===== config.mk =====
export PLATFORM = sky130hd
export DESIGN_NAME = calc_seq
export DESIGN_NICKNAME = d
export VERILOG_FILES = /design/src/rtl/calc_seq.sv
export SDC_FILE = /design/constraint.sdc
export NUM_CORES = 1
export LEC_CHECK = 0
export ABC_AREA = 0
export BUFFER_PORTS_ARGS = -buffer_cell sky130_fd_sc_hd__buf_4
export CAP_MARGIN = 15
export CORE_MARGIN = 2
export CORE_UTILIZATION = 48
export CTS_BUF_LIST = sky130_fd_sc_hd__clkbuf_8
export DETAILED_ROUTE_END_ITERATION = 8
export PLACE_DENSITY = 0.82
export SETUP_SLACK_MARGIN = 0.02
export SYNTH_ARGS = -nofsm -noshare
export SYNTH_HDL_FRONTEND = slang
export SYNTH_SLANG_ARGS = --single-unit

===== constraint.sdc =====
create_clock -name clk -period 2.2 [get_ports clk]
set_input_delay 0.44 -clock clk [delete_from_list [all_inputs] [get_ports clk]]
set_output_delay 0.44 -clock clk [all_outputs]
set_load 0.02 [all_outputs]

===== src/rtl/calc_seq.sv =====
`timescale 1ns/1ps
// calc_seq
//   Sequential front end for the combinational calc unit. It accepts one
//   request, registers its operands onto calc's inputs, waits SETTLE clock
//   edges, and then captures calc's result/code. It holds the captured values
//   on a response handshake that supports backpressure. Only one operation
//   can be outstanding at a time.
//
// Parameters
//   SETTLE       edges between driving calc inputs and sampling its outputs (>=1)
//
// Ports
//   clk          system clock, rising edge
//   rst_n        asynchronous active-low reset
//   req_valid    request present
//   req_ready    block can accept a request (state decode)
//   req_instr    instruction word
//   req_a/req_b  operands
//   calc_instr   registered instruction to calc.instr
//   calc_a/b     registered operands to calc.a / calc.b
//   calc_result  calc.result
//   calc_code    calc.code
//   resp_valid   response present
//   resp_ready   downstream accepts response
//   resp_result  captured result
//   resp_code    captured code
//   busy         high in any state other than IDLE (state decode)
//   op_count     completed response handshakes, wraps modulo 2^16
//
// State table
//   state    | meaning
//   ST_IDLE  | ready for a request, calc_* hold the previous operands
//   ST_WAIT  | calc inputs driven, settle counter running down to zero
//   ST_RESP  | result captured, resp_valid high until resp_ready

module calc_seq #(
    parameter int SETTLE = 1
) (
    input  logic        clk,
    input  logic        rst_n,

    input  logic        req_valid,
    output logic        req_ready,
    input  logic [15:0] req_instr,
    input  logic [15:0] req_a,
    input  logic [15:0] req_b,

    output logic [15:0] calc_instr,
    output logic [15:0] calc_a,
    output logic [15:0] calc_b,
    input  logic [15:0] calc_result,
    input  logic [3:0]  calc_code,

    output logic        resp_valid,
    input  logic        resp_ready,
    output logic [15:0] resp_result,
    output logic [3:0]  resp_code,

    output logic        busy,
    output logic [15:0] op_count
);

    generate
        if (SETTLE < 1) begin : g_bad_settle
            $error("calc_seq: SETTLE must be >= 1");
        end
    endgenerate

    localparam int CNT_W = $clog2(SETTLE + 1);
    localparam logic [CNT_W-1:0] CNT_LOAD = CNT_W'(SETTLE - 1);

    typedef enum logic [1:0] {
        ST_IDLE = 2'd0,
        ST_WAIT = 2'd1,
        ST_RESP = 2'd2
    } state_t;

    state_t           state;
    logic [CNT_W-1:0] settle_cnt;
    logic [15:0]      op_cnt_q;

    // req_ready and busy decode the state directly, so they follow an
    // asynchronous reset immediately without waiting for a clock edge.
    assign req_ready = (state == ST_IDLE);
    assign busy      = (state != ST_IDLE);
    assign op_count  = op_cnt_q;

    always_ff @(posedge clk or negedge rst_n) begin
        if (!rst_n) begin
            state       <= ST_IDLE;
            settle_cnt  <= '0;
            calc_instr  <= '0;
            calc_a      <= '0;
            calc_b      <= '0;
            resp_valid  <= 1'b0;
            resp_result <= '0;
            resp_code   <= '0;
            op_cnt_q    <= '0;
        end else begin
            case (state)
                ST_IDLE: begin
                    if (req_valid) begin
                        calc_instr <= req_instr;
                        calc_a     <= req_a;
                        calc_b     <= req_b;
                        // Counting SETTLE-1 down to zero puts the capture
                        // exactly SETTLE edges after acceptance.
                        settle_cnt <= CNT_LOAD;
                        state      <= ST_WAIT;
                    end
                end

                ST_WAIT: begin
                    if (settle_cnt == '0) begin
                        resp_result <= calc_result;
                        resp_code   <= calc_code;
                        resp_valid  <= 1'b1;
                        state       <= ST_RESP;
                    end else begin
                        settle_cnt <= settle_cnt - 1'b1;
                    end
                end

                ST_RESP: begin
                    if (resp_ready) begin
                        resp_valid <= 1'b0;
                        op_cnt_q   <= op_cnt_q + 16'd1;
                        state      <= ST_IDLE;
                    end
                end

                default: begin
                    resp_valid <= 1'b0;
                    state      <= ST_IDLE;
                end
            endcase
        end
    end

endmodule


==> out/results.ini <==
[synth]
synthXorXnorAreaFrac_pct = 3.845
synth_area_leaders = dfrtp_1, mux2_2, mux2_4
ys_async_sr_fraction_pct = 100.0
syn_inst = 215
yosys_register_bits = 87
ys_types = 31
avgSynthCellArea_um2 = 15.89
yosysMostFrequentCell = dfrtp_1
netlist.area_leader.share_pct = 63.71
synthAdderAreaFrac_pct = 0.3662
yosysSeqAreaShare_pct = 63.71
synth_common_cells = dfrtp_1, mux2_2, mux2_4, xnor2_1
netlist_area_um2 = 3417
yosys.area.top_type = dfrtp_1
synth_compound_area_share_pct = 0.3662
synthSimpleGateAreaFrac_pct = 5.676
yosys_warnings = 0
synthMuxAreaShare_pct = 23.73
synth_top_family_by_area = multiplexers
synth_nets = 288
synthFlopType = dfrtp_1
synth-edff-count = 0

[critical_path]
required_ns = 2.43
critPathArrivalTime_ns = 2.00
r2r-start = state[1]
cp_max_fo = 19
r2r_cells = 5
critPathTopFamily = simple AND/OR/NAND/NOR gates
cpPeakStageDelay_ns = 0.45
rr_endpoint = calc_instr[2]
end_kind = flip-flop
path_buf_inv = 2
cp.depth = 5
cp_slowest_cell = dfrtp_1
startpoint_type = flip-flop
path_cells = or2_4 -> inv_2 -> and2_4 -> buf_4 -> mux2_2
worst-setup-path-type = flip-flop to flip-flop
r2r_setup_slack_ns = 0.43

[placement]
io_buffers = 158
hpwl_um = 5634
gp_congestion = 0.7538

[sta]
min_period_ns = 1.766
worst_pin_slew_ns = 0.5379
slew_headroom_pct = 64.14
clock_skew_ns = 0.01000
finalCritPeriodShare_pct = 80.27
final-setup-viol-count = 0
rsz0062_at_grt = false
hold_slack_ns = 0.07163
slew_viol_final = 0
fmax_mhz = 566.3
finalHoldViolCount = 0
tns_ns = 0

[routing]
drt_first_pass_iters = 2
wirelength_um = 7479
wl_per_cell_um = 15.48
vias = 2325
drc = 0
drtIter0Drc = 43
antenna_left = 0
routed_via_density = 4.814

[floorplanning]
io_pins = 159
num_rows = 30
die_w_um = 88.38
die_h_um = 88.38
start_util_pct = 50.02
dieArea_um2 = 7810
floorplan.core_area_um2 = 6832

[cts]
cts_tree = yes
cts.sinks = 87
ctsResizeCount = 0
cts_root_buf = clkbuf_8
cts_made_buffers = 9
htreeDepth = 3
post-cts-setup-buffers = 0
cts-hold-fix-buffers = 0
clockBufferDepth = 2
clk_pin_slew_worst_paths_ns = 0.09
insertion_delay_ns = 0.34

[pwr]
vdd_drop_max_mv = 0.9126
p_leak_nw = 2.411
power.density_nw_per_um2 = 1500

[global_routing]
met1_usage_pct = 24.04
grt_pass1_wl_um = 11700
grt_util_met3_pct = 5.597
overflow = 0
antenna_found_initial = 0
globalRouteTotalUtil_pct = 19.56
groute.layer.met2.usage_pct = 32.26
grt_pass1_vias = 2454
grt_max_degree = 48
busiest_layer = met2

[cells_and_area]
utilization_pct = 72.20
drive_above_1_share_pct = 66.15
fillCellCount = 514
multiInputGateArea_um2 = 1161
fin_nets = 455
antennaDiodeCount = 0
seq_area_um2 = 2177
syn_to_final_growth_pct = 44.34

[hold_path]
min_path_type = input pin to async pin

[status]
outcome = complete, no violations

[run]
drv_cap = 0

-- state kept, by name (all words and copies together), names as in the netlist --
register and cells:
calc_a 16, calc_b 16, calc_instr 16, op_count 16, resp_code 4, resp_result 16, resp_valid 1, state 2
-- layer usage --
layer  part of all wire, %  routed length [µm]
met1                    40                2959
met2                    50                3714
met3                   9.0                 676
met4                   1.7                 129
met5                     0                   0
-- layout by cell type, fill, tap and decap left out, types with 2 or more instances in the layout --
| master | n |
|---|---|
| and3_1 | 2 |
| buf_12 | 2 |
| buf_4 | 162 |
| clkbuf_8 | 10 |
| clkinv_4 | 2 |
| dfrtp_1 | 87 |
| inv_1 | 2 |
| mux2_2 | 60 |
| mux2_4 | 9 |
| nand2_1 | 3 |
| nand3_1 | 6 |
| nor2_1 | 5 |
| xnor2_1 | 9 |
| xor2_1 | 6 |
-- through the flow --
step / setup WS, ns / instance area (µm²) / total power [mW] / instances
after floorplan: 0.4518 / 3417 / 4.773 / 215
after global placement: 0.4637 / 4726 / 6.220 / 467
after detailed placement: 0.4213 / 4726 / 6.338 / 467
after CTS: 0.4180 / 4932 / 7.484 / 483
after global routing: 0.3521 / 4932 / 7.813 / 483
final: 0.4341 / 4932 / 7.396 / 483
-- worst reg2reg max path: stages (launching register included) --
cell and delay (ns):
dfrtp_1 0.45, or2_4 0.28, inv_2 0.06, and2_4 0.31, buf_4 0.23, mux2_2 0.34
-- power breakdown --
group          leakage, nW  total (mW)  internal, mW  switching, mW
clock network        0.103        1.14         0.562          0.581
registers             1.04        2.75          2.31          0.435
logic                 1.27        3.50          1.81           1.70
-- worst max path at each step --
| stage | start | end | slack, ns |
|---|---|---|---|
| detailed placement | state[1] | calc_instr[2] | 0.42 |
| global route | state[1] | calc_instr[0] | 0.35 |
| finish | state[1] | calc_instr[2] | 0.43 |
| floorplan | state[1] | calc_b[0] | 0.45 |
| global placement | state[1] | calc_instr[5] | 0.46 |
| CTS | state[1] | calc_instr[2] | 0.42 |
-- kinds of logic (layout without fill, tap and decap cells) --
kind of cell,after synthesis,after routing
compound gates,2,2
xor+xnor,15,15
fa+ha+maj,1,1
buf+inv,11,183
flops,87,87
mux,69,69
simple gates,30,30
-- cell type report --
type,count,area share (%)
inverter,3,0.2283
timing repair buffer,164,25.47
multi-input combinational,117,23.54
clock inverter,6,1.395
clock buffer,10,2.790
sequential,87,44.14
tap,96,2.435
(Power assumes the default switching activity.)
